<file path="src/rtl/fpu_pkg.sv">
// fpu_pkg: binary32 constants, divider state type and iteration count (FDIV_ROUND_EN adds a guard iteration)
package fpu_pkg;
  localparam int FP_BIAS = 127;
  localparam int FP_EXP_W = 8;
  localparam int FP_FRAC_W = 23;
  localparam logic [31:0] FP_QNAN = 32'h7FC00000;
  localparam logic [30:0] FP_INF = 31'h7F800000;
  typedef enum logic [1:0] {IDLE, DIV, DONE} fdiv_state_t;
`ifdef FDIV_ROUND_EN
  localparam int FDIV_ITER = 26;
`else
  localparam int FDIV_ITER = 25;
`endif
endpackage

</file>
<file path="src/rtl/fp_classify.sv">
// fp_classify: binary32 operand class flags, denormals count as zero
module fp_classify
  import fpu_pkg::*;
(
  input  logic [31:0] x,
  output logic        is_neg,
  output logic        is_zero,
  output logic        is_inf,
  output logic        is_nan
);
  logic [FP_EXP_W-1:0] e;
  logic [FP_FRAC_W-1:0] f;
  assign e = x[30:23];
  assign f = x[22:0];
  assign is_neg = x[31];
  assign is_zero = e == '0;
  assign is_inf = &e && f == '0;
  assign is_nan = &e && f != '0;
endmodule

</file>
<file path="src/rtl/fdiv.sv">
// fdiv: sequential binary32 divider, radix-2 restoring mantissa iteration
// FDIV_ROUND_EN selects round-to-nearest-even (26 iterations) instead of truncation (25).
module fdiv
  import fpu_pkg::*;
(
  input  logic        clk,
  input  logic        rst_n,
  input  logic        in_valid,
  output logic        in_ready,
  input  logic [31:0] a,
  input  logic [31:0] b,
  output logic        out_valid,
  input  logic        out_ready,
  output logic [31:0] out
);
  localparam int N = FDIV_ITER;
  fdiv_state_t state, state_nx;
  logic sa, za, ia, na, sb, zb, ib, nb;
  logic accept, special, last, ge, hi, s;
  logic [31:0] spec_res, norm_res;
  logic [24:0] r, r_sub, r_nx;
  logic [23:0] mb;
  logic [N-1:0] q, q_nx;
  logic [4:0] cnt;
  logic [9:0] e0;
  logic signed [9:0] e;
  logic [22:0] fr, frac;
  fp_classify u_ca (.x(a), .is_neg(sa), .is_zero(za), .is_inf(ia), .is_nan(na));
  fp_classify u_cb (.x(b), .is_neg(sb), .is_zero(zb), .is_inf(ib), .is_nan(nb));
  assign accept = in_valid && in_ready;
  assign special = za | zb | ia | ib | na | nb;
  assign spec_res = (na | nb | (za & zb) | (ia & ib)) ? FP_QNAN :
                    (ia | zb) ? {sa ^ sb, FP_INF} : 32'h0;
  assign last = cnt == 5'(N - 1);
  always_ff @(posedge clk or negedge rst_n)
    if (!rst_n) state <= IDLE;
    else state <= state_nx;
  always_comb begin
    state_nx = state;
    case (state)
      IDLE: state_nx = in_valid ? (special ? DONE : DIV) : IDLE;
      DIV: state_nx = last ? DONE : DIV;
      DONE: state_nx = out_ready ? IDLE : DONE;
      default: state_nx = IDLE;
    endcase
  end
  always_comb begin
    in_ready = state == IDLE;
    out_valid = state == DONE;
  end
  always_comb begin
    ge = r >= {1'b0, mb};
    r_sub = ge ? r - {1'b0, mb} : r;
    r_nx = r_sub << 1;
    q_nx = {q[N-2:0], ge};
    hi = q_nx[N-1];
    fr = hi ? q_nx[N-2 -: 23] : q_nx[N-3 -: 23];
  end
`ifdef FDIV_ROUND_EN
  logic guard, sticky, up, carry;
  always_comb begin
    guard = hi ? q_nx[1] : q_nx[0];
    sticky = (r_nx != '0) | (hi & q_nx[0]);
    up = guard & (sticky | fr[0]);
    carry = up & (&fr);
    frac = fr + 23'(up);
    e = e0 + 10'(hi) + 10'(carry);
  end
`else
  always_comb begin
    frac = fr;
    e = e0 + 10'(hi);
  end
`endif
  assign norm_res = (e >= 10'sd255) ? {s, FP_INF} :
                    (e <= 10'sd0) ? 32'h0 : {s, e[7:0], frac};
  always_ff @(posedge clk or negedge rst_n)
    if (!rst_n) begin
      r <= '0;
      mb <= '0;
      q <= '0;
      cnt <= '0;
      e0 <= '0;
      s <= 1'b0;
      out <= '0;
    end else if (accept) begin
      r <= {2'b01, a[22:0]};
      mb <= {1'b1, b[22:0]};
      q <= '0;
      cnt <= '0;
      e0 <= {2'b0, a[30:23]} - {2'b0, b[30:23]} + 10'(FP_BIAS - 1);
      s <= sa ^ sb;
      if (special) out <= spec_res;
    end else if (state == DIV) begin
      r <= r_nx;
      q <= q_nx;
      cnt <= cnt + 5'd1;
      if (last) out <= norm_res;
    end
endmodule

</file>
<file path="config.mk">
export PLATFORM = sky130hd
export DESIGN_NAME = fdiv
export DESIGN_NICKNAME = d
export VERILOG_FILES = /design/src/rtl/fpu_pkg.sv /design/src/rtl/fp_classify.sv /design/src/rtl/fdiv.sv
export SDC_FILE = /design/constraint.sdc
export NUM_CORES = 1
export LEC_CHECK = 0
export CAP_MARGIN = 0
export CORE_MARGIN = 5
export CORE_UTILIZATION = 45
export DETAILED_ROUTE_END_ITERATION = 10
export PLACE_DENSITY = 0.66
export SETUP_SLACK_MARGIN = 0.15
export SYNTH_ARGS = -nofsm -noshare
export SYNTH_HDL_FRONTEND = slang
export SYNTH_SLANG_ARGS = --single-unit
</file>
<file path="constraint.sdc">
create_clock -name clk -period 7.5 [get_ports clk]
set_clock_uncertainty 0.15 [all_clocks]
set_input_delay 0.75 -clock clk [delete_from_list [all_inputs] [get_ports clk]]
set_output_delay 0.75 -clock clk [all_outputs]
set_load 0.05 [all_outputs]
</file>
== After elaboration in Yosys (flattened, before gate mapping) ==
Index checks and enable logic that the tools add are counted.

* Register bits after elaboration: 123
* Input bits: 68
* Output and inout port bits: 34

* Add/subtract/negate cells: 5
* $lt $le $gt $ge: 3
* Equality and inequality tests: 4
* Multiplexer cells: 21
* Bitwise gates (word level): 12
* Reduce and logical (&&, ||, !) cells: 17

{| class="wikitable"
|+ Operators by type and width
! operator !! number
|-
| $mux 32 || 8
|-
| $mux 24 || 3
|-
| $mux 25 || 2
|-
| $logic_not 23->1 || 2
|-
| $reduce_bool 23->1 || 2
|-
| $ge 25x24->1 || 1
|-
| $sub 24x24->24 || 1
|-
| $mux 23 || 1
|-
| $logic_not 8->1 || 2
|-
| $reduce_and 8->1 || 2
|-
| $add 10x1->10 || 1
|-
| $add 9x8->10 const B || 1
|-
| $ge 10x9->1 const B || 1
|-
| $le 10x1->1 const B || 1
|-
| $mux 5 || 2
|-
| $or 1x1->1 || 9
|-
| $sub 8x8->9 || 1
|-
| $mux 2 || 4
|-
| $pmux 2 s3 || 1
|-
| $add 5x1->5 const B || 1
|-
| $eq 5x5->1 const B || 1
|-
| $logic_and 1x1->1 || 5
|-
| $reduce_bool 2->1 || 2
|-
| $reduce_and 3->1 || 1
|-
| 6 further kinds || 7
|}

== Logic depth before layout (Yosys ltp) ==
Gate-level depths: netlist of run 1.

* Depth in word-level cells: 9
* Mapped depth: 13
* Depth with buffers taken out: 13

== Hierarchy ==
From an unflattened synthesis of run 1, not the netlist that was laid out.

* Cell total of the unflattened synthesis: 884
* Area total of the unflattened synthesis: 7764.9 µm²

{| class="wikitable"
|+ By module, submodules not included
! module !! instances !! cells an instance !! area an instance (µm²)
|-
| fdiv || 1 || 850 || 7552.2
|-
| fp_classify || 2 || 17 || 106.4
|}

== Worst setup path after synthesis of run 1 ==
Ideal clock, no wire load.

* Kind: input-to-reg
* From: input a[23]
* To: register e0[8]
* Library setup time: 0.131 ns
* Arrival time: 2.645 ns
* Path slack: 4.574 ns
* Stages on the path: 12
* Cell sequence: inv_1 -> ha_1 -> inv_1 -> fa_1 -> a21o_1 -> a21oi_1 -> xnor2_1 -> a311oi_1 -> nand3_1 -> nand2_1 -> xor2_1 -> o21ai_1

* Word-level cells in the longest chain between the ends: 2

{| class="wikitable"
|+ RTL lines
! what !! line !! RTL
|-
| from (decl) || fdiv.sv:10 || <nowiki>input logic [31:0] a,</nowiki>
|-
| $sub 8x8->9 || fdiv.sv:91 || <nowiki>e0 <= {2'b0, a[30:23]} - {2'b0, b[30:23]} + 10'(FP_BIAS - 1);</nowiki>
|-
| $add 9x8->10 || fdiv.sv:91 ||
|-
| to (signal assigned) || fdiv.sv:91 ||
|-
| to (decl) || fdiv.sv:25 || <nowiki>logic [9:0] e0;</nowiki>
|}

Every way passes these cells.
A chain may end at the register's enable or synchronous reset.

== Final worst setup path of run 1 ==
* From: register mb[1]
* To: register r[1]

* Word-level cells in the longest chain between the ends: 4

{| class="wikitable"
|+ RTL lines
! what !! line !! RTL
|-
| from (decl) || fdiv.sv:22 || <nowiki>logic [23:0] mb;</nowiki>
|-
| from (signal assigned) || fdiv.sv:88 || <nowiki>mb <= {1'b1, b[22:0]};</nowiki>
|-
| $ge 25x24->1 || fdiv.sv:52 || <nowiki>ge = r >= {1'b0, mb};</nowiki>
|-
| $mux 24 || fdiv.sv:53 || <nowiki>r_sub = ge ? r - {1'b0, mb} : r;</nowiki>
|-
| $mux 25 || fdiv.sv:94 || <nowiki>end else if (state == DIV) begin</nowiki>
|-
| $mux 25 || fdiv.sv:86 || <nowiki>end else if (accept) begin</nowiki>
|-
| to (signal assigned) || fdiv.sv:87 || <nowiki>r <= {2'b01, a[22:0]};</nowiki>
|-
| to (signal assigned) || fdiv.sv:95 || <nowiki>r <= r_nx;</nowiki>
|-
| to (decl) || fdiv.sv:21 || <nowiki>logic [24:0] r, r_sub, r_nx;</nowiki>
|}

Every way passes these cells. The select of a mux whose other input is x is not followed.

==> results.txt, run 1 <==
* Worst VDD drop: between 200 and 250 uV
* Transition at the pin with the smallest max-transition slack: about 1.1 ns
* Final estimated routing congestion in global placement: about 0.86
* Data arrival time of the critical path: about 3.6 ns
- Unique cell type count in the Yosys netlist: 67
- The clock network is responsible for between 10% and 20% of the overall power.
- Final net count: 1050
- Register clock-pin slew on the reported worst setup and hold paths: around 0.060 ns
* Die width: between 100 and 150 microns
- Antenna violations before repair: 0
- Setup violations remaining at the end of the flow were counted as 0.
* Most common library cell in the layout ignoring fill and taps: nand2_1
- For the worst setup path, the data required time is approximately 7.7 ns.
- Class of the worst hold path: input port to asynchronous set/reset pin
- The total overflow left after global routing is 0.
- The run finished with clean final reports.
- First-pass GRT wire length: ~32000 microns
- Net switching is ~44% of the power.
- Part of the Yosys area used for sequential elements: ~41%
* Hold Buf Count CTS: 0
* Avg Synthesized Cell Area: a little under 9 sq um
* Post-DR wirelength/cell: around 16 microns
- Max-cap violations in this run came to 0.
* CTS root buf: clkbuf_16
* Cell count after synthesis: 855
- Insertion delay of the later-clocked pin in the worst-skew pair: between 0.4 and 0.5 ns
- Hold violation total from the final report: 0
* Dominant synthesized flop cell: dfrtp_1
- The number of global-route vias before repair is ~6300.
* Fraction of synthesis flops using an asynchronous set or reset pin: 100%
* Total die area: approximately 19000 sq um
* Area inside the core boundary: about 16000 sq um
- In this run the power density over the cells is approximately 490 nW/um^2.
* Post-Route Setup TNS: 0 ns
- The initialized floorplan defines 47 standard-cell rows.
- The top cell types in the final layout, fill and taps aside, are nand2_1, dfrtp_1, clkdlybuf4s50_1.
- Net Sw Power: 1.98 mW
- Top fanout value on the critical path: 23
- Leakage power figure: ~4.0 nW
* Start-to-end type of the worst setup path: flop to flop
- Iter 0 DRT Violations: between 300 and 400
* Maximum clock frequency: between 0.2 and 0.3 GHz
* Share of post-route cells with drive strength above 1: under 10%
* Internal portion of total power: approximately 2.5 mW
* Total of warnings raised by yosys: 0
* Number of nets still failing antenna checks after routing: 0
- Across every metal layer, demand over resource in global routing totals between 20% and 30%.
* CTS H-Tree Depth: 4
- Pin placement for this block handled 102 I/O pins.
- Post-CTS resize count: 0
* Number of buffers created by CTS: 17
- In this run, synthesis inferred 0 flip-flops with an integrated enable.
- Once the floorplan was initialized, standard cells occupied between 40% and 50% of the core.
- Buffers added to address setup during post-CTS repair amount to 0.
* Final Critical Period: 3.38 ns
- Inserted Diodes: 0
* Die Span Y: ~140 microns
* RSZ-0062 raised after global routing: false
* Routed vias: roughly 6400
- Total power: approximately 4.5 mW
- Dividing the final minimum period by the clock period gives 45.1%.
- The first detailed-routing pass took 5 iterations.
- Detailed placement finished with a half-perimeter wire length of about 14000 microns.
- Startpoint type of the worst setup path: flop
- Dividing the detail-routed via count by the number of cells gives around 5.4.
- CP endpoint kind: flop
- Worst slew margin relative to its limit: between 20% and 30%
- Total nets after synthesis: about 960
* Port Buf Inserts: ~100
- Longest Clk Path Bufs: 2
- The final layout contains routed wiring with a total length of roughly 19000 microns.
- Number of slew-limit violations in the final report: 0
- Remaining routing DRC violations: 0
* Total number of clock tree sinks: 123
* Area of the mapped netlist: 7450 sq um
- Per report_power, the combinational group accounts for 55.6% of the total.
- Entering global routing, the biggest net connects 70 pins.
* TritonCTS clock tree: built
- Sequential cells account for a little over a quarter of the total power.
* Layout overhead on the synthesized area: 23.6%
- Number of fillers in the final layout: ~1500
* Post-synthesis register bit count: around 120
## power groups by stage
| stage | Combinational (mW) | Sequential (mW) | Clock (mW) |
|---|---|---|---|
| floorplan | 1.73 | 1.33 | 0 |
| global placement | 2.45 | 1.17 | 0 |
| detailed placement | 2.48 | 1.17 | 0 |
| CTS | 2.50 | 1.17 | 0.832 |
| global route | 2.79 | 1.20 | 0.863 |
| finish | 2.49 | 1.17 | 0.818 |
## final timing paths
path / start / end / slack (ns) / depth (start not counted)
setup reg to reg: mb[1]$_DFFE_PN0P_ / r[1]$_DFFE_PN0P_ / 4.12 / 12
max in group asynchronous: rst_n / e0[0]$_DFFE_PN0P_ / 5.67 / 2
hold reg to reg: mb[23]$_DFFE_PN0P_ / mb[23]$_DFFE_PN0P_ / 0.30 / 2
min in group clk: mb[23]$_DFFE_PN0P_ / mb[23]$_DFFE_PN0P_ / 0.30 / 2
hold / removal: rst_n / q[10]$_DFFE_PN0P_ / 0.30 / 1
setup / recovery: mb[1]$_DFFE_PN0P_ / r[1]$_DFFE_PN0P_ / 4.12 / 12
## layout make-up
cell class / count / area, sq um / share of cell area, %
Clock inverter: 12 / 140 / 1.52
Multi-Input combinational cell: 644 / 4030 / 43.7
Inverter: 49 / 184 / 2.00
Timing Repair Buffer: 108 / 1060 / 11.5
Tap cell: 220 / 275 / 2.99
Sequential cell: 123 / 3080 / 33.4
Clock buffer: 20 / 447 / 4.85
## through the flow
step                cells  hold slack (ns)  utilization, %  cell area, sq um  setup slack (ns)
detailed placement   1144            0.291            52.6              8630              3.74
global placement     1144            0.288            52.6              8630              3.86
floorplan             855            0.268               -              7450              4.57
CTS                  1176            0.304            56.2              9220              4.12
global route         1176            0.346            56.2              9220              3.83
finish               1176            0.295            56.2              9220              4.12
## Yosys cell counts (3+ instances only)
cell | instances | share of area [%]
a21o_1 | 11 | 1.1
a21oi_1 | 48 | 3.2
a22oi_1 | 9 | 0.91
a31oi_1 | 6 | 0.50
and3_1 | 18 | 1.5
clkbuf_1 | 33 | 1.7
dfrtp_1 | 123 | 41
ha_1 | 37 | 6.2
inv_1 | 49 | 2.5
mux2i_1 | 42 | 5.6
nand2_1 | 148 | 7.5
nand3_1 | 15 | 1.0
nand4_1 | 14 | 1.2
nand4b_1 | 3 | 0.35
nor2_1 | 42 | 2.1
nor2b_1 | 7 | 0.59
nor3_1 | 6 | 0.40
nor4_1 | 14 | 1.2
o21a_1 | 5 | 0.50
o21ai_0 | 93 | 6.2
o21ai_1 | 23 | 1.5
o21bai_1 | 3 | 0.30
o221ai_1 | 3 | 0.35
o31ai_1 | 4 | 0.40
or2_2 | 3 | 0.25
or3_1 | 6 | 0.50
or4_1 | 3 | 0.30
xnor2_1 | 19 | 2.2
xor2_1 | 21 | 2.5
## worst max-delay path: stages, from the launching register on
cell       delay [ns]
dfrtp_1          0.37
inv_1            0.07
ha_1             0.29
nor2b_4          0.14
o2111ai_1        0.13
a31oi_1          0.27
o21ai_2          0.16
o21ai_2          0.23
a21oi_2          0.11
o31ai_4          0.46
buf_4            0.45
mux2_4           0.33
o21ai_1          0.13
## per-layer routing
| metal | share of wire, % | GRT usage, % | up-vias |
|---|---|---|---|
| met3 | 4.9 | 4.45 | 22 |
| met4 | 1.3 | 5.61 | 0 |
| li1 | - | - | 3184 |
| met2 | 47 | 32.5 | 157 |
| met1 | 46 | 27.4 | 3017 |
| met5 | 0 | 0 | - |
## sequential cells by signal, indices dropped and copies added (netlist names)
name   count
q         24
s          1
r         25
e0        10
mb        24
out       32
cnt        5
state      2
## cell families after synthesis
logic type / Yosys count / synth area share, %
and+or+nand+nor: 290 / 18.1
buffers and inverters: 88 / 4.72
DFF: 123 / 41.3
adders and majority gates: 39 / 6.75
xor gates and xnor gates: 40 / 4.70
AOI/OAI and AO/OA: 231 / 18.4
muxes: 44 / 6.04
Power figures use the tool's default switching activity.
==> run 2: changes to the inputs <==
clock period = 3.3 ns   (was 7.5 ns; I/O delays follow)
==> run 2 against run 1 <==
  * Wire length down 1.0%
  * Via count up 1.4%
  * Final area rose by 0.99%
  * Register-to-register slack got worse by 3.7 ns
  * Non-clock buffer count is 6 higher
  * Sequential share of layout area decreased by 0.33 points
  * Combinational power grew 130%
  * Fmax grew 16%
  * Clock power is 120% higher
  * Highest routed layer unchanged
  * Worst hold slack lost 0.0021 ns
  * Cell count grew 0.51%
==> results.txt, run 2 (same netlist as run 1, synthesis figures left out) <==
* Pin count of the biggest net entering global routing: 101 (+44%)
* Top fanout value on the critical path: 3 (-87%)
- The worst setup path is launched from a flop.
- Longest Clk Path Bufs: 2 (unchanged)
- The vertical extent of the die was 139 microns (unchanged).
- Post-CTS Setup Inserts: 0 (unchanged)
* Total die area: 19200 sq um (unchanged)
- The via total after detailed routing came to 6472 (+1.4%).
* Maximum clock frequency: 0.342 GHz (+16%)
- Crit. path cell count: 11 (-1)
- Core occupancy in the finished layout: 56.7% (+0.56 points)
* Iter 0 DRT Violations: 378 (+2.7%)
- Share of post-route cells with drive strength above 1: 6.96% (+1.0 points)
- Insertion delay of the later-clocked pin in the worst-skew pair: 0.42 ns (about the same)
- The measured slew at the worst slew-check pin is 0.663 ns (-0.465 ns).
- Data arrival time of the critical path: 3.05 ns (-0.52 ns)
* Critical R2R Launch: mb[1]$_DFFE_PN0P_
- The post-route antenna net violation count came to 0 (unchanged).
- The total of buffers placed on input and output ports was 101 (unchanged).
- The worst setup path is captured at a flop.
* First-pass GRT wire length: 31100 microns (-2.2%)
* Result of the run: finished clean
- Most used cells in the layout excluding fill and tap cells: nand2_1, dfrtp_1, clkdlybuf4s50_1
* GRT Util Overall: 19.5% (-0.57 points)
* CTS root buf: clkbuf_16
- The post-route setup TNS was 0 ns (unchanged).
- In this run the worst setup path begins at mb[1]$_DFFE_PN0P_.
* Class of the worst hold path: input port to asynchronous set/reset pin
- CTS H-Tree Depth: 4 (unchanged)
- Count of placed standard cells in the final layout, fillers left out: 1182 (+0.51%)
- Total number of clock tree sinks: 123 (unchanged)
- The starting utilization of the core area came to 45.4% (unchanged).
* Remaining global-route overflow: 0 (unchanged)
* Max Cap Violations: 0 (unchanged)
- Number of fillers in the final layout: 1485 (+0.20%)
- The HPWL after detailed placement came to 13500 microns (about the same).
- Minimum hold slack: 0.293 ns (-0.00208 ns)
- The highest cell delay on the worst timing path was 0.37 ns (-0.09 ns).
- Walking the worst path, the cells encountered are inv_1 > ha_1 > nor2b_4 > o2111ai_1 > a31oi_1 > o21ai_2 > o21bai_1 > a211o_1 > nor4b_1 > o311ai_1 > o211ai_1.
- Leakage power figure: 4.09 nW (+1.2%)
* Most common library cell in the layout ignoring fill and taps: nand2_1
- Remaining routing DRC violations: 0 (unchanged)
* Area inside the core boundary: 16400 sq um (unchanged)
* Depth of the worst register-to-register path: 11 (-1)
* Final Critical Period: 2.92 ns (-0.459 ns)
- The critical path is of the flop to flop type.
* Power density relative to cell area: 1100 nW/um^2 (+130%)
- Period Utilization, post-route: 88.6% (+44 points)
- Boundary pin count: 102 (unchanged)
* Inserted Diodes: 0 (unchanged)
* Worst slew margin relative to its limit: 55.6% (+31 points)
* Placed instance count: 1149 (+0.44%)
- Largest register FFs: 32 (unchanged)
- The combined buffer and inverter count along the critical path was 1 (-1).
* Number of buffers created by CTS: 17 (unchanged)
- The worst supply voltage drop on vdd came to 538 uV (+140%).
- Critical-path cell with the highest stage delay: dfrtp_1
- Std-Cell Rows: 47 (unchanged)
- The critical path data required time was 3.43 ns (-4.25 ns).
- Hold violation total from the final report: 0 (unchanged)
- The largest registers in the layout are out x32, r x25.
* CP delay by family, top: compound AO/OA/AOI/OAI gates
- The weighted congestion at the end of routability-driven global placement came to 0.889 (+3.0%).
* Setup-violating endpoint count in the final report: 0 (unchanged)
- TritonCTS built the clock tree.
- Register clock-pin slew on the reported worst setup and hold paths: 0.06 ns (about the same)
* Number of slew-limit violations in the final report: 0 (unchanged)
- The initial antenna violation count is 0 (unchanged).
- The total number of nets in the final design was 1056 (+0.57%).
- Post-DR wirelength/cell: 15.9 microns (-1.5%)
* Drt via density: 5.48 (+0.93%)
* Number of detailed-routing iterations run before antenna repair: 6 (+1)
- Layout overhead on the synthesized area: 24.9%
- Biggest register: out
- RSZ-0062 raised after global routing: false
* Via count of the first global-routing pass: 6171 (-1.5%)
- Die width: 139 microns (unchanged)
- Routed Wire Length: 18700 microns (-1.0%)
run 2: changes by cell type in the layout (fill, tap and decap cells not counted), moves of 2 or more:
cell / previous run / this run
buf_4: 8 / 10
buf_12: 0 / 2
clkbuf_1: 2 / 0
inv_8: 0 / 2
run 2: final cells by class:
cell class / instances / area (sq um) / area share [%]
flip-flops and latches: 123 / 3080 / 33.1
repair buffers: 114 / 1140 / 12.2
clock buffers: 19 / 453 / 4.87
well taps: 220 / 275 / 2.96
clock inverters: 13 / 134 / 1.44
inverters: 49 / 184 / 1.98
multi-input cells: 644 / 4050 / 43.5
run 2: power by group:
part | switching (mW) | leakage [nW] | internal [mW]
Sequential | 0.458 | 1.56 | 2.18
Clock | 0.746 | 0.284 | 1.10
Combinational | 3.32 | 2.25 | 2.40
run 2: worst paths after layout:
path                       slack [ns]                  to
setup / recovery                 0.38   r[24]$_DFFE_PN0P_
hold / removal                   0.29  out[9]$_DFFE_PN0P_
setup reg to reg                 0.38   r[24]$_DFFE_PN0P_
hold reg to reg                  0.32  mb[23]$_DFFE_PN0P_
max in group asynchronous        1.90  mb[19]$_DFFE_PN0P_
min in group clk                 0.32  mb[23]$_DFFE_PN0P_
run 2: per-stage QoR:
stage | setup slack [ns] | total power, mW | instance area (sq um)
floorplan | 0.610 | 6.96 | 7450
global placement | 0.149 | 8.24 | 8690
detailed placement | 0.0725 | 8.33 | 8690
CTS | 0.254 | 10.2 | 9290
global route | 0.171 | 11.0 | 9310
finish | 0.376 | 10.2 | 9310
run 2: timing repair:
item / 4_1_cts / 5_1_grt
hold buffers: 1 / 0
gates resized for setup: 0 / 4
endpoints found under the hold margin: 41 / 0
endpoints found under the setup margin: 0 / 28
run 2: per-layer routing:
layer  global-route usage (%)  share of wire [%]
met5                        0                  0
met4                     3.50               0.55
met1                     27.3                 47
met3                     4.24                5.3
met2                     31.8                 48
